===== src/rtl/scaler_pkg.sv =====
// Shared types and default geometry for the downscaled-frame capture controller.
package scaler_pkg;

  localparam int GRID_W    = 20;
  localparam int GRID_H    = 20;
  localparam int X_STEP    = 64;
  localparam int Y_STEP    = 48;
  localparam int ADDR_W    = 9;
  localparam int BUF_DEPTH = GRID_W * GRID_H;

  typedef logic [ADDR_W-1:0] addr_t;

  typedef enum logic [1:0] {
    IDLE  = 2'd0,
    ARM   = 2'd1,
    CAPT  = 2'd2,
    READY = 2'd3
  } ctrl_state_t;

endpackage


===== src/rtl/scaler_rd_arb.sv =====
// Two-requester read-port arbiter (detector / preview), registered grant.
// Macro SCALER_ARB_RR_EN selects round-robin; otherwise the detector has fixed priority.
module scaler_rd_arb #(
  parameter int ADDR_W = 9
) (
  input  logic              CLK,
  input  logic              RESET,
  input  logic              en,
  input  logic              det_req,
  input  logic [ADDR_W-1:0] det_addr,
  input  logic              pv_req,
  input  logic [ADDR_W-1:0] pv_addr,
  output logic              det_gnt,
  output logic              pv_gnt,
  output logic              rd_en,
  output logic [ADDR_W-1:0] rd_addr
);
  import scaler_pkg::*;

  logic pick_det;

`ifdef SCALER_ARB_RR_EN
  // Set when the preview held the port last; starts set so the detector goes first.
  logic last_pv;

  assign pick_det = det_req & (~pv_req | last_pv);

  always_ff @(posedge CLK) begin
    if (RESET)                     last_pv <= 1'b1;
    else if (en & (det_req | pv_req)) last_pv <= ~pick_det;
  end
`else
  assign pick_det = det_req;
`endif

  always_ff @(posedge CLK) begin
    if (RESET) begin
      det_gnt <= 1'b0;
      pv_gnt  <= 1'b0;
      rd_en   <= 1'b0;
      rd_addr <= '0;
    end else begin
      det_gnt <= en & pick_det;
      pv_gnt  <= en & pv_req & ~pick_det;
      rd_en   <= en & (det_req | pv_req);
      if (en & pick_det)    rd_addr <= det_addr;
      else if (en & pv_req) rd_addr <= pv_addr;
      else                  rd_addr <= '0;
    end
  end

endmodule


===== src/rtl/scaler_capture_ctrl.sv =====
// Capture sequencer for the 20x20 downscaled buffer: arms on START, strobes grid samples
// from the sensor raster, then shares the buffer read port (see scaler_rd_arb).
module scaler_capture_ctrl #(
  parameter int GRID_W = 20,
  parameter int GRID_H = 20,
  parameter int X_STEP = 64,
  parameter int Y_STEP = 48,
  parameter int ADDR_W = 9
) (
  input  logic              CLK,
  input  logic              RESET,
  input  logic              START,
  input  logic              FRAME_VALID,
  input  logic              PIXEL_VALID,
  input  logic [15:0]       X_Cont,
  input  logic [15:0]       Y_Cont,
  input  logic              RELEASE,
  output logic              WR_EN,
  output logic [ADDR_W-1:0] WR_ADDR,
  output logic              BUSY,
  output logic              READY,
  output logic              DONE,
  output logic              ERR,
  input  logic              DET_REQ,
  input  logic [ADDR_W-1:0] DET_ADDR,
  output logic              DET_GNT,
  input  logic              PV_REQ,
  input  logic [ADDR_W-1:0] PV_ADDR,
  output logic              PV_GNT,
  output logic              RD_EN,
  output logic [ADDR_W-1:0] RD_ADDR
);
  import scaler_pkg::*;

  localparam logic [16:0]       XS    = 17'(X_STEP);
  localparam logic [16:0]       YS    = 17'(Y_STEP);
  localparam logic [15:0]       X_LIM = 16'(GRID_W * X_STEP);
  localparam logic [15:0]       Y_LIM = 16'(GRID_H * Y_STEP);
  localparam logic [ADDR_W-1:0] LAST  = ADDR_W'(GRID_W * GRID_H - 1);

  ctrl_state_t       state;
  logic              fv_q, fv_rise, fv_fall;
  logic [15:0]       xb, yb, xb_nxt, yb_nxt;
  logic [ADDR_W-1:0] wcnt;
  logic              full, samp;

  assign fv_rise = FRAME_VALID & ~fv_q;
  assign fv_fall = ~FRAME_VALID & fv_q;

  // Phase trackers: xb/yb follow the largest step multiple not above the sensor
  // coordinate, so a coordinate is on-grid exactly when it equals the tracked base.
  always_comb begin
    xb_nxt = xb;
    yb_nxt = yb;
    if (X_Cont < xb)                        xb_nxt = '0;
    else if ({1'b0, X_Cont} >= {1'b0, xb} + XS) xb_nxt = 16'({1'b0, xb} + XS);
    if (Y_Cont < yb)                        yb_nxt = '0;
    else if ({1'b0, Y_Cont} >= {1'b0, yb} + YS) yb_nxt = 16'({1'b0, yb} + YS);
  end

  assign samp = (state == CAPT) && PIXEL_VALID && (X_Cont == xb_nxt) && (Y_Cont == yb_nxt) &&
                (X_Cont < X_LIM) && (Y_Cont < Y_LIM);

  always_ff @(posedge CLK) begin
    if (RESET) begin
      state   <= IDLE;
      fv_q    <= 1'b0;
      xb      <= '0;
      yb      <= '0;
      wcnt    <= '0;
      full    <= 1'b0;
      WR_EN   <= 1'b0;
      WR_ADDR <= '0;
      DONE    <= 1'b0;
      ERR     <= 1'b0;
    end else begin
      fv_q  <= FRAME_VALID;
      WR_EN <= 1'b0;
      DONE  <= 1'b0;
      if (PIXEL_VALID) begin
        xb <= xb_nxt;
        yb <= yb_nxt;
      end
      case (state)
        IDLE: if (START) begin
          state <= ARM;
          ERR   <= 1'b0;
          wcnt  <= '0;
          full  <= 1'b0;
        end
        ARM: if (fv_rise) state <= CAPT;
        CAPT: begin
          if (samp) begin
            if (full) ERR <= 1'b1;
            else begin
              WR_EN   <= 1'b1;
              WR_ADDR <= wcnt;
              if (wcnt == LAST) full <= 1'b1;
              else              wcnt <= wcnt + 1'b1;
            end
          end
          if (fv_fall) begin
            state <= scaler_pkg::READY;
            DONE  <= 1'b1;
            if (!(full || (samp && wcnt == LAST))) ERR <= 1'b1;
          end
        end
        scaler_pkg::READY: if (RELEASE) state <= IDLE;
        default: state <= IDLE;
      endcase
    end
  end

  assign BUSY  = (state == ARM) || (state == CAPT);
  assign READY = (state == scaler_pkg::READY);

  scaler_rd_arb #(.ADDR_W(ADDR_W)) u_arb (
    .CLK      (CLK),
    .RESET    (RESET),
    .en       ((state == scaler_pkg::READY) && !RELEASE),
    .det_req  (DET_REQ),
    .det_addr (DET_ADDR),
    .pv_req   (PV_REQ),
    .pv_addr  (PV_ADDR),
    .det_gnt  (DET_GNT),
    .pv_gnt   (PV_GNT),
    .rd_en    (RD_EN),
    .rd_addr  (RD_ADDR)
  );

endmodule

===== config.mk =====
export PLATFORM = sky130hd
export DESIGN_NAME = scaler_capture_ctrl
export DESIGN_NICKNAME = d
export VERILOG_FILES = /design/src/rtl/scaler_pkg.sv /design/src/rtl/scaler_rd_arb.sv /design/src/rtl/scaler_capture_ctrl.sv
export SDC_FILE = /design/constraint.sdc
export NUM_CORES = 1
export LEC_CHECK = 0
export CAP_MARGIN = 20
export CORE_MARGIN = 2
export CORE_UTILIZATION = 50
export DETAILED_ROUTE_END_ITERATION = 6
export PLACE_DENSITY = 0.84
export SLEW_MARGIN = 20
export SYNTH_ARGS = -nofsm -noshare
export SYNTH_HDL_FRONTEND = slang
export SYNTH_SLANG_ARGS = --single-unit

===== constraint.sdc =====
create_clock -name CLK -period 4.45 [get_ports CLK]
set_input_delay 0.6675 -clock CLK [delete_from_list [all_inputs] [get_ports CLK]]
set_output_delay 0.6675 -clock CLK [all_outputs]
set_load 0.05 [all_outputs]

==> results.yml <==
outcome:
  status: "finished, violations left"
  violations: "setup timing"
clocking:
  clock-sinks: 69
  htreeDepth: 3
  clockRootBuffer: "clkbuf_16"
  clock_latency_ps: 340
  cts_max_path_buffers: 2
  clk_pin_slew_ps: 60
  cts_tree: "built"
  cts_buffers: 9
placed_design:
  hpwl_mm: 15.19
  portBuffers: 83
  globalplace.congestion: 1.010
run:
  max-cap-violations: 0
critical_path:
  arrival_ps: 4910
  start_kind: "register"
  cp_max_fo: 18
  cp.required_ps: 4730
  crit_path_end_kind: "register"
  crit_type: "reg2reg"
timing:
  drv_slew: 0
  rsz0062_at_grt: "yes"
  relSlewSlack_pct: 35.39
  setup_tns_ps: -1951
  setup_viol: 19
  fmax_mhz: 216.0
  skew_ps: 5.869
  worst_pin_slew_ps: 966.1
  period_share_pct: 104.1
  hold_violations: 0
  fin_ws_ps: -180.4
  hold_ws_ps: 465.3
  min_period_ps: 4630
global_route:
  grt_pass1_vias: 6776
  overflow: 0
  grt_start_max_net_pins: 28
  grt_usage_pct: 31.98
  grt_use_met2_pct: 52.77
  grt_pass1_wl_mm: 32.98
  antenna_found_initial: 0
  gr-usage-met3_pct: 5.832
  grt-busiest-layer: "met2"
  grt_use_met1_pct: 40.09
yosys:
  syn_nets: 880
  synth-edff-count: 0
  post-synth-top-area-fraction_pct: 23.45
  netlist_instances: 760
  synth_area_um2: 5889
  yosys_warnings: 0
  synth-seq-cells: 69
  synth_async_sr_flop_share_pct: 0
  ys_seq_area_share_pct: 23.45
  avgSynthCellArea_um2: 7.749
  yosys.area.top_type: "dfxtp_1"
  ys.flop_type: "dfxtp_1"
  ys_top_cells_by_area: "dfxtp_1, ha_1, a21oi_1"
  yosysUniqueCellTypes: 84
detailed_routing:
  drt_iter0_drc: 650
  routed_wirelength_mm: 20.93
  viasPerCell: 6.293
  vias: 7054
  drc_errors: 0
  drt_first_pass_iters: 5
  antenna_left: 0
  wl_per_cell_um: 18.67
final_layout:
  nNetsFinal: 1093
  drive_gt1_share_pct: 25.87
  area_delta_synth_final_pct: 45.93
  antenna_cells: 0
power:
  leakage_nw: 3.305
  pwr-share-comb_pct: 32.2
  ir_drop_mv: 0.3738
  power.share.sequential_pct: 31.9
  switching_share_pct: 32.63
  power_density_nw_per_um2: 235.1
  p_int_mw: 1.361
  p_clk_share_pct: 35.9
  power.net_switching_uw: 659.5
floorplan:
  rows: 39
  dieArea_um2: 12660
  core_um2: 11470
  io_pins: 84
  initial_utilization_pct: 51.36
  fp.dieH_um: 112.5
  die_w_um: 112.5
min_path:
  hold_class: "reg2reg"
-- per-stage QoR --
step	cells	setup WS (ps)	power (mW)	utilization (%)	area (um2)
6_report	1121	-180.4	2.021	74.95	8594
5_1_grt	1121	-377.3	2.114	74.95	8594
4_1_cts	1111	-13.23	1.990	72.94	8364
3_3_place_gp	1089	-218.4	1.226	68.15	7815
3_5_place_dp	1089	-367.4	1.241	68.15	7815
2_1_floorplan	760	4.659	0.9973	-	5936
-- routing by layer --
layer,wire length [um],up-vias
li1,-,3260
met1,8114,3223
met5,0,-
met4,1263,0
met2,9602,436
met3,1949,135
-- state kept, by name (all words and copies together) (netlist names) --
name / cells
u_arb.pv_gnt: 1
yb: 16
fv_q: 1
WR_EN: 1
ERR: 1
wcnt: 9
state: 2
u_arb.det_gnt: 1
u_arb.rd_en: 1
full: 1
u_arb.rd_addr: 9
xb: 16
DONE: 1
WR_ADDR: 9
-- synthesized netlist by cell type, types with 4 or more instances --
library cell,n
a221oi_1,4
a31oi_1,7
o22ai_1,4
nand2_1,44
a22oi_1,7
o2bb2ai_1,5
or3b_1,4
nor2b_1,5
buf_2,9
ha_1,62
and4_1,4
a211oi_1,8
nand2b_1,8
a22o_1,10
o21a_1,6
xor2_1,4
nor2_1,69
nor3_1,24
nand3_1,24
nand4_1,14
dfxtp_1,69
inv_1,53
a211o_1,4
clkbuf_1,18
or3_1,17
xnor2_1,27
nor4_1,18
mux2i_1,6
o21ai_0,57
and2_1,15
and3_1,7
o21bai_1,4
a21oi_1,60
-- repair_timing --
| action | in CTS | in global routing |
|---|---|---|
| gates resized for setup | 42 | 45 |
| pin swaps | 17 | 26 |
| hold buffers | 0 | 0 |
| setup buffers | 5 | 10 |
| gates cloned | 1 | 0 |
| endpoints found under the setup margin | 21 | 21 |
-- worst max-delay path: stages (launching register included) --
cell and delay [ps]:
dfxtp_2 340, inv_2 50, ha_4 160, or3_4 390, nor3_4 180, xnor2_1 130
ha_1 340, nand2_2 90, nor4_4 270, buf_4 190, o31a_1 180, o211ai_2 130
buf_6 150, a21boi_4 150, mux2i_1 220, xor2_1 170, nand2_1 100, nor4b_4 340
buf_4 160, nand4_2 70, buf_6 170, or4_1 520, nand3_1 90
-- logic make-up after synthesis --
logic type | after synthesis | share of synthesized area (%)
compound gates | 226 | 25.43
xor+xnor | 31 | 4.610
fa+ha+maj | 62 | 13.17
buf+inv | 85 | 5.970
flops | 69 | 23.45
mux | 7 | 1.211
simple gates | 280 | 26.15
-- power by group through the flow --
| stage | logic [mW] | registers, mW | clock network, mW |
|---|---|---|---|
| after floorplan | 0.331 | 0.666 | 0 |
| after global placement | 0.569 | 0.657 | 0 |
| after detailed placement | 0.584 | 0.657 | 0 |
| after CTS | 0.613 | 0.644 | 0.733 |
| after global routing | 0.702 | 0.647 | 0.765 |
| final | 0.651 | 0.645 | 0.725 |
-- placed cells by master, fill, tap and decap left out, types with 5 or more instances in the layout --
cell             instances
a211oi_2                 5
a21oi_1                 53
a21oi_2                  7
a22o_1                  10
a22oi_1                  7
a31oi_1                  7
and2_1                  13
and3_1                   7
buf_4                  141
buf_6                    8
clkbuf_16                9
clkdlybuf4s50_1         83
dfxtp_1                 63
dfxtp_2                  6
ha_1                    61
inv_1                   51
mux2i_1                  6
nand2_1                 40
nand2b_1                 8
nand3_1                 23
nand4_1                 14
nor2_1                  63
nor2b_1                  5
nor3_1                  20
nor4_1                  17
o21a_1                   6
o21ai_0                 49
o21ai_1                  9
o2bb2ai_1                5
or3_1                   13
xnor2_1                 25
-- cell type report --
cell class / count / area (um2)
flip-flops and latches: 69 / 1389
well taps: 143 / 178.9
multi-input cells: 606 / 4522
clock inverters: 5 / 58.81
repair buffers: 234 / 2004
inverters: 53 / 198.9
fillers: 766 / 2873
clock buffers: 11 / 242.7
-- path summary, 6_finish.rpt --
kind                                to  cells after the start                from  slack (ps)
setup / recovery  wcnt[1]$_SDFFE_PP0P_                     22  yb[5]$_SDFFE_PP0P_        -180
hold / removal        ERR$_SDFFE_PP0P_                      2    ERR$_SDFFE_PP0P_         470
setup reg to reg  wcnt[1]$_SDFFE_PP0P_                     22  yb[5]$_SDFFE_PP0P_        -180
hold reg to reg       ERR$_SDFFE_PP0P_                      2    ERR$_SDFFE_PP0P_         470
No activity file was read; power rests on OpenSTA's default activity.
==> RTL change 1: new RTL, config.mk and constraints unchanged <==
`ADDR_W` is set to 9 in 3 places; all go to 10.
--- a/src/rtl/scaler_pkg.sv
+++ b/src/rtl/scaler_pkg.sv
@@ -7,3 +7,3 @@
   localparam int Y_STEP    = 48;
-  localparam int ADDR_W    = 9;
+  localparam int ADDR_W    = 10;
   localparam int BUF_DEPTH = GRID_W * GRID_H;
--- a/src/rtl/scaler_rd_arb.sv
+++ b/src/rtl/scaler_rd_arb.sv
@@ -3,3 +3,3 @@
 module scaler_rd_arb #(
-  parameter int ADDR_W = 9
+  parameter int ADDR_W = 10
 ) (
--- a/src/rtl/scaler_capture_ctrl.sv
+++ b/src/rtl/scaler_capture_ctrl.sv
@@ -7,3 +7,3 @@
   parameter int Y_STEP = 48,
-  parameter int ADDR_W = 9
+  parameter int ADDR_W = 10
 ) (
Interface: changed (resized DET_ADDR, PV_ADDR, RD_ADDR and WR_ADDR); port bits go from 84 to 88. The function was not compared with the original's and may differ.
==> RTL change 1 against the original RTL <==
The flow still finishes with violations (negative setup slack); critical endpoint is now wcnt[4]; sequential cell count up 3; worst setup slack worse by 0.21 ns; largest power group unchanged; wire length up 9.0%; utilization up 0.38 points; total power up 12%; area after synthesis up 7.3%; maximum frequency down 4.3%; combinational power up 13%; design area up 9.3%.
==> RTL change 1: results (changes against the original RTL) <==
synth top area cells dfxtp_1 (23%), ha_1 (12%), nor2_1 (4.3%); failing checks negative setup slack; Routed WL 22810 um (+9.0%); layout cell share with drive strength beyond 1 26.85% (+0.98 points); pin count of the biggest net entering global routing 29 (+3.6%); wire length on met3 2244 um (+15%); Cell Int Power 1.516 mW (+11%); Crit-path slowest cell or4_4; Worst Path Max Fanout 7 (-11); via count 7629 (+8.2%); clk_skew 0.01445 ns (+0.008584 ns); Placed Cells 1208 (+11%); critical path arrival 5.13 ns (+0.22 ns); Peak VDD IR 343.8 uV (-8.0%); Post-synth top cells dfxtp_1 (72), nor2_1 (72), nand2_1 (65); Final setup viols 23 (+4); vias in the first global route 7273 (+7.3%); Initial DRC Count 676 (+4.0%); post-detail-place hpwl 16760 um (+10%); setup tns final -6.940 ns (-4.989 ns); DRT met1 WL 9404 um (+16%); wire per inst 18.38 um (-1.6%); slowest cell delay on critical path 0.62 ns (+0.10 ns); Final WS setup -0.3875 ns (-0.2071 ns); worst relative slew slack 46.42% (+11 points); distinct cell type count after synthesis 86 (+2.4%); net count after synthesis 928 (+5.5%); Total Routing Usage GR 32.91% (+0.93 points); sw frac 33.29% (+0.66 points); Sequential Power Share 29.6% (-2.3 points); Cells after Synth 806 (+6.1%); first-pass GRT wire length 35240 um (+6.8%); Leak Pwr 3.748 nW (+13%); Port-buffer cells 87 (+4.8%); met2 routed WL 10130 um (+5.5%); status complete, but fails checks; clk pwr 0.863 mW (+19%)
RTL change 1: final timing paths:
kind | start | endpoint | slack, ns | depth (start not counted)
max | xb[10] | wcnt[4] | -0.39 | 19
min | wcnt[3] | wcnt[3] | 0.49 | 2
max reg2reg | xb[10] | wcnt[4] | -0.39 | 19
min reg2reg | wcnt[3] | wcnt[3] | 0.49 | 2
RTL change 1: metrics by stage:
stage	util (%)	cell area, um^2	setup WS, ns
2_1_floorplan	-	6369	-0.05842
3_3_place_gp	69.10	8613	-0.3718
3_5_place_dp	69.10	8613	-0.4242
4_1_cts	73.33	9141	-0.1774
5_1_grt	75.33	9390	-0.5635
6_report	75.33	9390	-0.3875
RTL change 1: cell type report:
cell class	instances	area (um^2)
Tap cell	172	215.2
Clock inverter	6	95.09
Timing Repair Buffer	280	2364
Fill cell	914	3075
Multi-Input combinational cell	651	4823
Inverter	50	187.7
Sequential cell	72	1455
Clock buffer	10	250.2
RTL change 1: worst min-delay path: cells and delay by family (launching register included):
family | cells | cell delay [ns]
simple gates | 1 | 0.06
flops | 1 | 0.33
mux | 1 | 0.05
RTL change 1: cells by family after synthesis:
kind of cell,synth area share [%]
simple gates,29.60
compound gates,22.04
buf+inv,5.842
flops,22.81
fa+ha+maj,12.28
xor+xnor,3.743
mux,3.683
RTL change 1: what timing repair did:
| item | 4_1_cts | 5_1_grt |
|---|---|---|
| pin swaps | 11 | 11 |
| buffers inserted | 3 | 10 |
| cloned | 3 | 1 |
| resized for setup | 31 | 32 |
| setup endpoints to repair | 23 | 23 |
RTL change 1: layer usage:
metal | track usage, % | vias up
li1 | - | 3549
met1 | 42.08 | 3537
met2 | 52.98 | 439
met3 | 6.850 | 104
met4 | 15.95 | 0
met5 | 0 | -
==> RTL change 2: new RTL, config.mk and constraints unchanged <==
Made on the original files. Put one more register stage on the output `ERR`, with the module's reset. The value now appears one clock later. The other outputs are not delayed to match.
--- a/src/rtl/scaler_capture_ctrl.sv
+++ b/src/rtl/scaler_capture_ctrl.sv
@@ -40,2 +40,4 @@
 
+  logic ERR_s0;
+
   ctrl_state_t       state;
@@ -74,3 +76,3 @@
       DONE    <= 1'b0;
-      ERR     <= 1'b0;
+      ERR_s0  <= 1'b0;
     end else begin
@@ -86,3 +88,3 @@
           state <= ARM;
-          ERR   <= 1'b0;
+          ERR_s0 <= 1'b0;
           wcnt  <= '0;
@@ -93,3 +95,3 @@
           if (samp) begin
-            if (full) ERR <= 1'b1;
+            if (full) ERR_s0 <= 1'b1;
             else begin
@@ -104,3 +106,3 @@
             DONE  <= 1'b1;
-            if (!(full || (samp && wcnt == LAST))) ERR <= 1'b1;
+            if (!(full || (samp && wcnt == LAST))) ERR_s0 <= 1'b1;
           end
@@ -130,2 +132,10 @@
 
+  always_ff @(posedge CLK) begin
+    if (RESET) begin
+      ERR <= '0;
+    end else begin
+      ERR <= ERR_s0;
+    end
+  end
+
 endmodule
Behaviour: not the same (a bounded check fails within 4 cycles, from zero or initial values and one cycle with RESET high).
==> RTL change 2 against the original RTL <==
Wire length rose by 40%; critical path type unchanged; the run ends with design-rule violations, negative setup slack left; sequential cell count rose by 1; total power rose by 17%; area after synthesis rose by 2.5%; worst setup slack got worse by 0.53 ns; clock power rose by 1%; global-route usage rose by 4.9 points; largest cell class unchanged; design area rose by 12%; worst hold slack improved by 0.0025 ns; non-clock buffer count rose by 71.
==> RTL change 2: results (changes against the original RTL) <==
status complete, but fails checks; failing checks design-rule violations, negative setup slack; net count after synthesis 896 (+1.8%); total iterations of the first detailed-routing run 7 (+2); multiplexer area fraction after synthesis 4.081% (+2.9 points); critical path arrival 5.43 ns (+0.52 ns); via count 8502 (+21%); Routed WL 29350 um (+40%); vias in the first global route 7654 (+13%); worst slew pin tran 0.6583 ns (-0.3077 ns); pin count of the biggest net entering global routing 32 (+14%); residual DRC count 1 (+1); met1 GRT Util 42.48% (+2.4 points); Worst Path Max Fanout 4 (-14); layout cell share with drive strength beyond 1 33.18% (+7.3 points); distinct cell type count after synthesis 76 (-9.5%); Final WS setup -0.7064 ns (-0.5260 ns); Avg Inst Size Synth 7.783 um^2 (+0.43%); Leak Pwr 3.878 nW (+17%); met2 usage 61.96% (+9.2 points); Hold Startpoint yb[3]; vias per inst 7.003 (+11%); Final setup viols 21 (+2); reg-to-reg endpoint full; met3 Use GR 6.908% (+1.1 points); first-pass GRT wire length 38040 um (+15%); sequential fraction of the synthesis area 23.20% (-0.25 points); adder-cell area share of the yosys netlist 12.84% (-0.33 points); Worst Hold Depth 1 (-1); post-detail-place hpwl 17350 um (+14%)
-- RTL change 2: cell count changes after synthesis, moves of 6 or more --
cell,delta
o21ai_0,-24
mux2i_1,+13
nand3_1,+10
inv_1,-9
nand2_1,+8
or3_1,-8
a21oi_1,-7
clkbuf_1,+7
nand4_1,+7
o211ai_1,+6
-- RTL change 2: how the worst max path moves through the flow --
stage	to	from	cells after the start	slack [ns]
after CTS	wcnt[4]	xb[7]	18	-0.34
after global placement	wcnt[8]	X_Cont[8]	16	-0.47
after global routing	wcnt[6]	xb[6]	19	-1.05
after detailed placement	ERR_s0	X_Cont[9]	14	-0.79
after floorplan	wcnt[8]	xb[7]	18	-0.14
final	full	yb[5]	22	-0.71
-- RTL change 2: worst max-delay path, cell delays in order (launching register included) --
cell       delay (ns)
dfxtp_2          0.34
inv_1            0.06
ha_2             0.17
nand3b_1         0.20
buf_6            0.17
nor3_4           0.23
xnor2_2          0.10
ha_1             0.35
nand2_2          0.12
nor4_4           0.25
buf_4            0.20
o31ai_4          0.10
a21boi_4         0.22
o211ai_1         0.21
buf_4            0.21
a32oi_2          0.40
o2111ai_2        0.21
a2111oi_4        0.35
nand4_1          0.27
a2111oi_4        0.46
buf_4            0.21
a31oi_4          0.10
nor2_1           0.11
-- RTL change 2: metal layers --
layer  up-vias  share of wire [%]  wire length [um]
met3       363                 12              3505
met4         2                 10              3076
met2       868                 44             12990
met1      3774                 33              9761
met5         -              0.055                16
li1       3495                  -                 -
-- RTL change 2: stage by stage --
stage	TNS, ns	worst slack, ns	instance area (um^2)	utilization (%)
floorplan	-2.159	-0.1413	6163	-
global placement	-8.248	-0.4696	8451	70.95
detailed placement	-9.481	-0.7910	8451	70.95
CTS	-4.845	-0.3387	9047	75.96
global route	-18.30	-1.045	9666	81.15
finish	-11.40	-0.7064	9666	81.15
-- RTL change 2: repair_timing --
item,CTS,global route
setup buffers,16,21
setup endpoints to repair,21,21
gates resized for setup,37,89
pin swaps,15,43
gates cloned,1,0
-- RTL change 2: layout make-up --
cell class                 count  area (um^2)
sequential                    70         1418
tap                          147        183.9
multi-input combinational    632         5050
clock inverter                 7        63.81
clock buffer                   9        225.2
timing repair buffer         305         2560
fill                         661         2246
inverter                      44        165.2
-- RTL change 2: report_power, final --
part,internal (mW),switching (mW),total [mW],leakage [nW]
sequential,0.643,0.0187,0.662,0.569
clock,0.392,0.343,0.735,0.137
combinational,0.407,0.554,0.961,3.17
-- RTL change 2: cell families (layout without fill, tap and decap cells) --
kind of cell,after synthesis,in the layout
AOI/OAI and AO/OA,207,207
muxes,24,24
DFF,70,70
xor gates and xnor gates,24,24
and+or+nand+nor,315,315
buffers and inverters,74,365
adders and majority gates,62,62
